<file path="src/rtl/uart_tx_fifo.sv">
// uart_tx_fifo: FIFO-buffered UART transmitter. tx_uart falls two edges after a push into an idle, empty block.
// tx_ready drops only while the FIFO is full. The parity bit is built only with `UART_TX_PARITY_EN.
module uart_tx_fifo #(
  parameter int CLKS_PER_BIT = 868,
  parameter int DATA_BITS    = 8,
  parameter int STOP_BITS    = 1,
  parameter int FIFO_DEPTH   = 4
) (
  input  logic                          clk,
  input  logic                          rst,
  input  logic [DATA_BITS-1:0]          tx_byte,
  input  logic                          tx_valid,
`ifdef UART_TX_PARITY_EN
  input  logic                          parity_odd,
`endif
  output logic                          tx_ready,
  output logic                          tx_uart,
  output logic                          tx_done,
  output logic                          tx_busy,
  output logic [$clog2(FIFO_DEPTH):0]   fifo_count
);

  localparam int CW   = $clog2(CLKS_PER_BIT);
  localparam int PW   = $clog2(FIFO_DEPTH);
  localparam int CNTW = PW + 1;
  localparam int IW   = $clog2(DATA_BITS);
`ifdef UART_TX_PARITY_EN
  localparam int EW   = DATA_BITS + 1;
`else
  localparam int EW   = DATA_BITS;
`endif

  localparam logic [CW-1:0]   CNT_LAST   = CW'(CLKS_PER_BIT - 1);
  localparam logic [IW-1:0]   DATA_LAST  = IW'(DATA_BITS - 1);
  localparam logic [IW-1:0]   STOP_LAST  = IW'(STOP_BITS - 1);
  localparam logic [CNTW-1:0] FULL_COUNT = CNTW'(FIFO_DEPTH);

  if (CLKS_PER_BIT < 2 || DATA_BITS < 5 || DATA_BITS > 9 ||
      (STOP_BITS != 1 && STOP_BITS != 2) ||
      FIFO_DEPTH < 2 || (FIFO_DEPTH & (FIFO_DEPTH - 1)) != 0) begin : g_bad_params
    $fatal(1, "uart_tx_fifo: illegal parameter set");
  end

  typedef enum logic [2:0] {
    S_IDLE,
    S_START,
    S_DATA,
`ifdef UART_TX_PARITY_EN
    S_PARITY,
`endif
    S_STOP
  } state_t;

  logic [EW-1:0]        mem [FIFO_DEPTH];
  logic [PW-1:0]        wr_ptr;
  logic [PW-1:0]        rd_ptr;
  logic [EW-1:0]        wr_entry;
  logic [EW-1:0]        head;
  logic                 push;
  logic                 pop;

  state_t               state;
  logic [CW-1:0]        bit_cnt;
  logic [IW-1:0]        bit_idx;
  logic [DATA_BITS-1:0] shift_dat;
  logic                 bit_end;
  logic                 stop_end;
  logic                 line_bit;
`ifdef UART_TX_PARITY_EN
  logic                 par_bit;
`endif

  // Ready depends on the count alone, so a full FIFO never passes a word through on the pop cycle.
  assign tx_ready = !rst && (fifo_count != FULL_COUNT);
  assign push     = tx_valid && tx_ready;

`ifdef UART_TX_PARITY_EN
  assign wr_entry = {parity_odd, tx_byte};
`else
  assign wr_entry = tx_byte;
`endif
  assign head = mem[rd_ptr];

  assign bit_end  = (bit_cnt == CNT_LAST);
  assign stop_end = (state == S_STOP) && bit_end && (bit_idx == STOP_LAST);
  assign pop      = (fifo_count != '0) && ((state == S_IDLE) || stop_end);

  always_ff @(posedge clk) begin
    if (push) begin
      mem[wr_ptr] <= wr_entry;
    end
  end

  always_ff @(posedge clk) begin
    if (rst) begin
      wr_ptr     <= '0;
      rd_ptr     <= '0;
      fifo_count <= '0;
    end else begin
      if (push) begin
        wr_ptr <= wr_ptr + PW'(1);
      end
      if (pop) begin
        rd_ptr <= rd_ptr + PW'(1);
      end
      if (push && !pop) begin
        fifo_count <= fifo_count + CNTW'(1);
      end else if (pop && !push) begin
        fifo_count <= fifo_count - CNTW'(1);
      end
    end
  end

  always_comb begin
    line_bit = 1'b1;
    case (state)
      S_START:  line_bit = 1'b0;
      S_DATA:   line_bit = shift_dat[0];
`ifdef UART_TX_PARITY_EN
      S_PARITY: line_bit = par_bit;
`endif
      default:  line_bit = 1'b1;
    endcase
  end

  // The line is the state decode delayed one edge; the FSM runs a cycle ahead so reloads add no gap.
  always_ff @(posedge clk) begin
    if (rst) begin
      state     <= S_IDLE;
      bit_cnt   <= '0;
      bit_idx   <= '0;
      shift_dat <= '0;
      tx_uart   <= 1'b1;
      tx_busy   <= 1'b0;
      tx_done   <= 1'b0;
`ifdef UART_TX_PARITY_EN
      par_bit   <= 1'b0;
`endif
    end else begin
      tx_uart <= line_bit;
      tx_busy <= (state != S_IDLE);
      tx_done <= 1'b0;
      bit_cnt <= bit_end ? '0 : bit_cnt + CW'(1);

      case (state)
        S_IDLE: begin
          bit_cnt <= '0;
          if (pop) begin
            shift_dat <= head[DATA_BITS-1:0];
`ifdef UART_TX_PARITY_EN
            par_bit   <= head[DATA_BITS] ? ~^head[DATA_BITS-1:0] : ^head[DATA_BITS-1:0];
`endif
            state     <= S_START;
          end
        end
        S_START: begin
          if (bit_end) begin
            state <= S_DATA;
          end
        end
        S_DATA: begin
          if (bit_end) begin
            shift_dat <= shift_dat >> 1;
            if (bit_idx == DATA_LAST) begin
              bit_idx <= '0;
`ifdef UART_TX_PARITY_EN
              state   <= S_PARITY;
`else
              state   <= S_STOP;
`endif
            end else begin
              bit_idx <= bit_idx + IW'(1);
            end
          end
        end
`ifdef UART_TX_PARITY_EN
        S_PARITY: begin
          if (bit_end) begin
            state <= S_STOP;
          end
        end
`endif
        S_STOP: begin
          if (bit_end) begin
            if (bit_idx == STOP_LAST) begin
              bit_idx <= '0;
              tx_done <= 1'b1;
              if (pop) begin
                shift_dat <= head[DATA_BITS-1:0];
`ifdef UART_TX_PARITY_EN
                par_bit   <= head[DATA_BITS] ? ~^head[DATA_BITS-1:0] : ^head[DATA_BITS-1:0];
`endif
                state     <= S_START;
              end else begin
                state <= S_IDLE;
              end
            end else begin
              bit_idx <= bit_idx + IW'(1);
            end
          end
        end
        default: state <= S_IDLE;
      endcase
    end
  end

endmodule

</file>
<file path="config.mk">
export PLATFORM = sky130hd
export DESIGN_NAME = uart_tx_fifo
export DESIGN_NICKNAME = d
export VERILOG_FILES = /design/src/rtl/uart_tx_fifo.sv
export SDC_FILE = /design/constraint.sdc
export NUM_CORES = 1
export LEC_CHECK = 0
export ABC_AREA = 1
export BUFFER_PORTS_ARGS = -buffer_cell sky130_fd_sc_hd__buf_2
export CAP_MARGIN = 15
export CELL_PAD_IN_SITES_DETAIL_PLACEMENT = 0
export CELL_PAD_IN_SITES_GLOBAL_PLACEMENT = 1
export CORE_MARGIN = 5
export CORE_UTILIZATION = 50
export DETAILED_ROUTE_END_ITERATION = 8
export GPL_TIMING_DRIVEN = 0
export PLACE_DENSITY_LB_ADDON = 0.1
export SLEW_MARGIN = 20
export SYNTH_ARGS = -nofsm -noshare
export SYNTH_HDL_FRONTEND = slang
export SYNTH_SLANG_ARGS = --single-unit
export TNS_END_PERCENT = 5
</file>
<file path="constraint.sdc">
create_clock -name clk -period 6.3 [get_ports clk]
set_input_delay 0.315 -clock clk [delete_from_list [all_inputs] [get_ports clk]]
set_output_delay 0.315 -clock clk [all_outputs]
set_load 0.02 [all_outputs]
</file>
==> results of run 1 <==
-- cell families after synthesis --
family                     after synthesis  synth area share
and+or+nand+nor                        131             0.195
xor gates and xnor gates                 2           0.00569
adders and majority gates               14            0.0593
buffers and inverters                   69            0.0849
AOI/OAI and AO/OA                       66             0.116
DFF                                     67             0.539
-- metal layers --
layer | global-route usage | vias up | routed length (µm)
li1 | - | 1190 | -
met5 | 0 | - | 0
met3 | 0.0372 | 11 | 160
met4 | 0.0824 | 0 | 99
met1 | 0.241 | 999 | 3020
met2 | 0.245 | 26 | 2540
-- layout make-up --
type	instances	area, µm²
clock inverter	7	82.6
timing repair buffer	16	80.1
sequential	67	1660
fill	568	2490
multi-input combinational	213	1160
tap	75	93.8
inverter	62	233
clock buffer	9	124
buffer	7	28.8
-- stage by stage --
| stage | total power, W | hold slack (ps) | area [µm²] |
|---|---|---|---|
| 6_report | 0.00136 | 181 | 3460 |
| 5_1_grt | 0.00147 | 153 | 3460 |
| 3_3_place_gp | 0.000992 | 431 | 3250 |
| 3_5_place_dp | 0.000999 | 439 | 3250 |
| 4_1_cts | 0.00137 | 160 | 3460 |
| 2_1_floorplan | 0.000885 | 414 | 3080 |
-- synthesized netlist by cell type (2+ instances only) --
cell type  number  area (µm²)
nor2_1         41         154
clkbuf_1        5        18.8
o21ai_0        26         130
dfxtp_1        35         701
nand3_1         8        40.0
xor2_1          2        17.5
inv_1          60         225
inv_2           2        7.51
edfxtp_1       32         961
a21oi_1        32         160
or2_2           3        18.8
nand2_2         5        31.3
ha_1           13         163
buf_2           2        10.0
o21a_1          2        15.0
nand2_1        50         188
nor3_1          8        40.0
nand4_1         8        50.1
-- worst register-to-register path, stage by stage, from the launching register on --
cell and delay [ps]:
dfxtp_1 330, ha_1 270, inv_1 130, nor2_1 70, nand3_1 100, nand2_2 70, nand2_2 110, ha_1 160
inv_1 60, fa_1 390, a21oi_1 150, o21ai_0 120, o21ai_0 160, a21oi_1 50
-- power groups by stage --
stage / Sequential [W] / Combinational (W) / Clock, W
after floorplan: 0.000561 / 0.000325 / 0
after global placement: 0.000551 / 0.000441 / 0
after detailed placement: 0.000553 / 0.000446 / 0
after CTS: 0.000542 / 0.000449 / 0.000381
after global routing: 0.000549 / 0.000513 / 0.000403
final: 0.000542 / 0.000443 / 0.000370
-- worst max path at each step --
stage	start	end	slack, ps	depth (start not counted)
final	state[0]	fifo_count[2]	4020	13
after global routing	state[0]	fifo_count[2]	3770	13
after CTS	state[0]	fifo_count[2]	4000	13
after detailed placement	rst	fifo_count[2]	4000	11
after global placement	rst	fifo_count[2]	4020	11
after floorplan	fifo_count[0]	fifo_count[2]	3790	11
-- state kept, by name, indices dropped and copies added, names as in the netlist, named ones only --
signal and count:
bit_cnt 10, bit_idx 3, fifo_count 3, mem 32, rd_ptr 2, shift_dat 8, state 2, tx_busy 1
tx_done 1, tx_uart 1, wr_ptr 2
==> out/metrics.cfg, run 1 <==
[outcome]
outcome=complete, no violations

[cells_and_area]
area_growth_pct=12.3
final_util=0.581
final_common_cell=inv_1
final_nets=401
layout-drive-gt1-share=0.134
n_antenna_cell=0
final_cell_mix=60 x inv_1, 50 x nand2_1, 41 x nor2_1
stdcell_count=456

[sta]
fin_crit_ps=2280
drv_slew=0
setup_viol=0
slew_headroom=0.412
finalHoldViolations=0
skew_ps=7.49
period_share=0.362
fin_ws_ps=4020
fin_tns_setup_ps=0
fmax_mhz=438
rsz0062_at_grt=no
tightestPinTransition_ps=879

[detailed_routing]
drc=0
avgViaCountPerCell=4.88
first_pass_iters=4
routed_wl_mm=5.82
vias=2226
drtAntennaViolNets=0
routedWlPerCell_um=12.8
drt_iter0_drc=89

[worst_hold_path]
hold_depth=1
hp-start=tx_byte[6]
hp-class=in -> reg
whs_endpoint=mem[2][6]

[global_route]
grt_pass1_vias=2106
grt_pass1_wl_mm=9.91
gr-usage-all-layers=0.170
grt_max_degree=15
antenna_found_initial=0
grt_overflow=0

[floorplan]
design.die.area_um2=7830
start_util=0.517
num_io_pins=18
die_x_um=88.5
chipHeight_um=88.5
coreArea_um2=5960
num_rows=28

[job]
drv_cap=0

[pwr]
worst_ir_drop_vdd_mv=0.285
p_leak_nw=1.45
share_seq_of_total_power=0.400
p_sw_frac=0.371
p_int_w=0.000852
p_sw_w=0.000503
power_frac_clock=0.273
powerDensity_nw_per_um2=392
power_frac_comb=0.327

[logic_synthesis]
async_flop_share=0
synth_seq_cells=67
synthFlopType=dfxtp_1
synth_area_um2=3080
ys_warn_count=0
synth-edff-count=32
yosys.cell_types.count=33
synth_cells=349
synth.avg_cell_area_um2=8.83
ys_seq_area_frac=0.539
synth_nets=374

[cts]
cts.reportedPaths.clkPinSlew_ps=80
cts.repair.resized=0
cts_max_level=3
cts_buffers=9
cts_setup_buffers=0
cts.sink_count=67
clockBufferDepth=2
holdBufCountCts=0
tritoncts=built
clkLatencyLatePin_ps=340
clockRootBuffer=clkbuf_8

[worst_setup_path]
r2r_end=fifo_count[2]
cp_slowest_cell=fa_1
crit_fanout=4
reg2reg_depth=13
crit_required_ps=6530
start_kind=register
crit_chain=ha_1 > inv_1 > nor2_1 > nand3_1 > nand2_2 > nand2_2 > ha_1 > inv_1 > fa_1 > a21oi_1 > o21ai_0 > o21ai_0 > a21oi_1
worstSetupEndpointType=register
worstSetupPathType=reg -> reg
path_buf_inv=2
cpPeakStageDelay_ps=390
worst_path_dominant_cell_family=adder cells
reg2reg_slack_ps=4020
critPathArrivalTime_ps=2510
r2r_start=state[0]

[place]
place.gp.congestion=0.790
dp_slack_ps=4000
place_inst=440
port_buffers=16
hpwl_mm=4.07

No activity file was read; power rests on OpenSTA's default activity.
==> run 2: changes to the inputs <==
CORE_UTILIZATION = 46   (was 50)
clock period = 2.2 ns   (was 6.3 ns; I/O delays follow)
==> out/metrics.cfg, run 2 (synthesis gave the netlist of run 1 again) <==
[cells_and_area]
layout-drive-gt1-share=0.166
final_nets=412
regArea_um2=1670
largest_reg_flops=32
top_register=mem
area_growth_pct=16.2
final_common_cell=inv_1
n_antenna_cell=0
fillers=597
reg_top3=mem (32), bit_cnt (10), shift_dat (8)
final_cell_mix=59 x inv_1, 49 x nand2_1, 40 x nor2_1
multi_input_area_um2=1200

[worst_setup_path]
cp_slowest_cell=fa_2
critPathArrivalTime_ps=2300
worstSetupPathType=reg -> reg
worstSetupEndpointType=register
r2r_end=fifo_count[1]
cp_common_cell=nand2_2
crit_chain=ha_2 > nand2_2 > nor2_4 > nand3_1 > nand2_2 > nand2_4 > ha_1 > inv_1 > fa_2 > o21ai_1 > a21oi_1
start_kind=register
reg2reg_slack_ps=130
critPathLaunch=bit_cnt[1]
r2r_start=bit_cnt[1]
crit_fanout=3
cpPeakStageDelay_ps=440
reg2reg_depth=11
crit_required_ps=2440

[floorplan]
num_rows=29
coreArea_um2=6420
die_x_um=91.8
start_util=0.480
chipHeight_um=91.8
design.die.area_um2=8430
num_io_pins=18

[cts]
cts_buffers=9
tritoncts=built
clockRootBuffer=clkbuf_8
cts.sink_count=67
cts.reportedPaths.clkPinSlew_ps=70
clkLatencyLatePin_ps=340
cts_max_level=3
clockBufferDepth=2

[job]
drv_cap=0

[place]
port_buffers=16
place.gp.congestion=0.751
hpwl_mm=4.13

[sta]
period_share=0.939
skew_ps=5.87
fin_crit_ps=2070
tightestPinTransition_ps=807
slew_headroom=0.460
worst_hold_slack_ps=212
finalHoldViolations=0
setup_viol=0
drv_slew=0
fmax_mhz=484
rsz0062_at_grt=yes

[detailed_routing]
routedWlPerCell_um=13.0
vias=2303
drtAntennaViolNets=0
avgViaCountPerCell=4.91
first_pass_iters=4
drc=0
routed_wl_mm=6.10
drt_iter0_drc=109

[global_route]
grt_pass1_vias=2197
gr-usage-all-layers=0.157
antenna_found_initial=0
grt_pass1_wl_mm=10.4
grt_max_degree=13
grt_overflow=0

[pwr]
powerDensity_nw_per_um2=1070
worst_ir_drop_vdd_mv=0.630
p_leak_nw=1.48
fin_total_pwr_w=0.00381

[worst_hold_path]
hold_depth=3
hp-class=in -> reg
whs_endpoint=wr_ptr[0]
hp-start=tx_valid

[outcome]
outcome=complete, no violations

-- run 2: routing by layer --
layer / wire (µm) / vias up / part of all wire / global-route usage
met5: 0 / - / 0 / 0
met4: 85 / 0 / 0.014 / 0.0705
met3: 224 / 10 / 0.037 / 0.0336
met2: 2790 / 30 / 0.46 / 0.243
met1: 3000 / 1051 / 0.49 / 0.212
li1: - / 1212 / - / -
-- run 2: how the worst max path moves through the flow --
| stage | to | slack, ps | cells after the start |
|---|---|---|---|
| after global placement | fifo_count[2] | -50 | 13 |
| after CTS | fifo_count[1] | 20 | 11 |
| after global routing | fifo_count[2] | -20 | 14 |
| final | fifo_count[1] | 130 | 11 |
| after detailed placement | fifo_count[2] | -100 | 13 |
| after floorplan | fifo_count[2] | 7 | 11 |
-- run 2: layout make-up --
| class | count | area share |
|---|---|---|
| Clock inverter | 7 | 0.0126 |
| Inverter | 62 | 0.0650 |
| Multi-Input combinational cell | 213 | 0.335 |
| Sequential cell | 67 | 0.466 |
| Buffer | 7 | 0.00804 |
| Clock buffer | 9 | 0.0346 |
| Timing Repair Buffer | 27 | 0.0510 |
| Tap cell | 77 | 0.0269 |
-- run 2: power by group --
group          internal (W)  switching (W)  total (W)
clock              0.000402       0.000477   0.000879
combinational      0.000485       0.000877    0.00136
sequential          0.00148      0.0000942    0.00157
-- run 2: worst max-delay path: cells and delay by family, from the launching register on --
family                   cells  cell delay, ps
AO/OA/AOI/OAI                2             200
buffers and inverters        1             100
adder cells (fa/ha/maj)      3             830
flip-flops                   1             350
AND/OR/NAND/NOR              5             490
-- run 2: repair_timing --
action / CTS / global route
setup endpoints to repair: 2 / 2
pin swaps: 0 / 1
gates resized for setup: 4 / 12
cloned: 0 / 0
setup buffers: 0 / 3
hold buffers: 8 / 0
hold endpoints to repair: 32 / 0
-- run 2: metrics by stage --
| step | TNS, ps | util | instance area (µm²) | instances | worst slack (ps) |
|---|---|---|---|---|---|
| 5_1_grt | -19.2 | 0.557 | 3580 | 469 | -19.2 |
| 3_5_place_dp | -112 | 0.510 | 3270 | 442 | -101 |
| 4_1_cts | 0 | 0.550 | 3530 | 466 | 17.8 |
| 6_report | 0 | 0.557 | 3580 | 469 | 133 |
| 2_1_floorplan | 0 | - | 3100 | 349 | 7.25 |
| 3_3_place_gp | -83.3 | 0.510 | 3270 | 442 | -53.5 |
==> run 3: changes to the inputs <==
ABC_AREA = default   (was 1)
CORE_UTILIZATION = 49   (was 46)
==> out/metrics.cfg, run 3 <==
[worst_setup_path]
crit_required_ps=2470
worstSetupEndpointType=register
start_kind=register
critPathArrivalTime_ps=2530
worstSetupPathType=reg -> reg
cp_slowest_cell=dfxtp_2
crit_fanout=4
crit_chain=ha_4 > nor3b_4 > and4_4 > o21ba_4 > inv_2 > ha_4 > inv_2 > fa_2 > xor2_1 > or3_1 > a21oi_2
cpPeakStageDelay_ps=340
path_buf_inv=2
worst_path_dominant_cell_family=simple AND/OR/NAND/NOR gates

[sta]
slew_headroom=0.664
period_share=1.03
fin_crit_ps=2260
finalHoldViolations=0
drv_slew=0
fin_ws_ps=-63.9
setup_viol=1
worst_hold_slack_ps=203
skew_ps=6.54
tightestPinTransition_ps=504
fmax_mhz=442
rsz0062_at_grt=yes
fin_tns_setup_ps=-63.9

[floorplan]
coreArea_um2=5850
num_io_pins=18
die_x_um=87.2
start_util=0.499
chipHeight_um=87.2
design.die.area_um2=7610
num_rows=28

[pwr]
worst_ir_drop_vdd_mv=0.707
p_leak_nw=1.32
powerDensity_nw_per_um2=1140

[cells_and_area]
layout-drive-gt1-share=0.293
n_antenna_cell=0
fillers=464
fin_area_um2=3530
final_util=0.604
top_register=mem
reg_top3=mem (32), bit_cnt (10), shift_dat (8)
area_growth_pct=20.9
final_cell_mix=32 x edfxtp_1, 27 x dfxtp_1, 22 x nor2_1
largest_reg_flops=32
final_common_cell=edfxtp_1
final_nets=300

[logic_synthesis]
synth_area_leaders=edfxtp_1 33%, dfxtp_1 24%, mux4_2 6.2%
yosysTopAreaCell=edfxtp_1
yosys.cell_types.count=42
synth_nets=257
synthFlopType=dfxtp_1
synth.most_common_cell=dfxtp_1
ys_seq_area_frac=0.569
synthTopCellsByCount=35 x dfxtp_1, 32 x edfxtp_1, 22 x nor2_1
async_flop_share=0
synth_area_um2=2920
yosys.area.top_type_share=0.329
synth_cells=232
synth-edff-count=32
synth_seq_cells=67
synth.avg_cell_area_um2=12.6
ys_warn_count=0

[global_route]
grt_pass1_wl_mm=8.67
antenna_found_initial=0
grt_max_degree=14
grt_overflow=0
gr-usage-all-layers=0.150
grt_pass1_vias=1795

[cts]
clkLatencyLatePin_ps=340
cts_buffers=9
clockRootBuffer=clkbuf_8
clockBufferDepth=2
tritoncts=built
cts.sink_count=67
cts_max_level=3
cts.reportedPaths.clkPinSlew_ps=70

[detailed_routing]
drt_iter0_drc=52
vias=1803
routedWlPerCell_um=14.1
drtAntennaViolNets=0
avgViaCountPerCell=5.08
drc=0
first_pass_iters=4
routed_wl_mm=5.01

[outcome]
outcome=finished, violations left
failed_checks=setup timing

[place]
port_buffers=16
place_area_um2=3130
hpwl_mm=3.32
place.gp.congestion=0.760

[worst_hold_path]
hp-class=in -> reg

[job]
drv_cap=0

[run 3: cell types whose count changed after synthesis, moves of 9 or more]
cell | before | now
o21ai_0 | 26 | 4
nor2_1 | 41 | 22
inv_1 | 60 | 11
mux2i_1 | 0 | 9
nand2_1 | 50 | 9
a21oi_1 | 32 | 13
[run 3: metal layers]
metal  part of all wire  up-vias  wire, µm  GRT usage
li1                   -      931         -          -
met5                  0        -         0          0
met4             0.0084        0        42     0.0377
met1               0.48      842      2410      0.197
met3              0.039        4       196     0.0605
met2               0.47       26      2360      0.233
[run 3: worst register-to-register path: cells and delay by family, from the launching register on]
family / cells / cell delay (ps)
simple gates: 3 / 690
buf+inv: 2 / 90
xor+xnor: 1 / 150
fa+ha+maj: 3 / 610
flops: 1 / 340
compound gates: 2 / 310
[run 3: logic make-up after synthesis]
family | share of synthesized area
AOI/OAI and AO/OA | 0.0869
xor gates and xnor gates | 0.0360
adders and majority gates | 0.0625
buffers and inverters | 0.0343
DFF | 0.569
muxes | 0.0925
and+or+nand+nor | 0.119
[run 3: report_power, final]
| group | internal (W) | switching, W | total (W) |
|---|---|---|---|
| Clock | 0.000535 | 0.000487 | 0.00102 |
| Sequential | 0.00148 | 0.000101 | 0.00158 |
| Combinational | 0.000692 | 0.000741 | 0.00143 |
[run 3: through the flow]
| stage | worst slack, ps | power (W) | cells |
|---|---|---|---|
| 3_3_place_gp | -234 | 0.00293 | 323 |
| 4_1_cts | -64.6 | 0.00407 | 355 |
| 5_1_grt | -177 | 0.00432 | 355 |
| 3_5_place_dp | -239 | 0.00294 | 323 |
| 2_1_floorplan | -130 | 0.00267 | 232 |
| 6_report | -63.9 | 0.00404 | 355 |
[run 3: final timing paths]
path / startpoint / end / slack (ps) / cells past startpoint
setup reg to reg: bit_cnt[1] / fifo_count[2] / -60 / 11
setup / recovery: bit_cnt[1] / fifo_count[2] / -60 / 11
hold reg to reg: bit_idx[2] / bit_idx[2] / 500 / 2
hold / removal: rst / tx_done / 200 / 2
[run 3: final cells by class]
cell class	instances	area [µm²]	area share
clock buffers	10	128	0.0361
clock inverters	6	72.6	0.0206
flip-flops and latches	67	1670	0.473
repair buffers	33	228	0.0645
inverters	12	45.0	0.0128
multi-input cells	143	1240	0.352
well taps	75	93.8	0.0266
plain buffers	9	51.3	0.0145
[run 3: what timing repair did]
item,CTS,global route
gates resized for setup,16,1
hold buffers,8,0
setup buffers,9,0
pin swaps,5,1
hold endpoints to repair,32,0
endpoints found under the setup margin,2,2
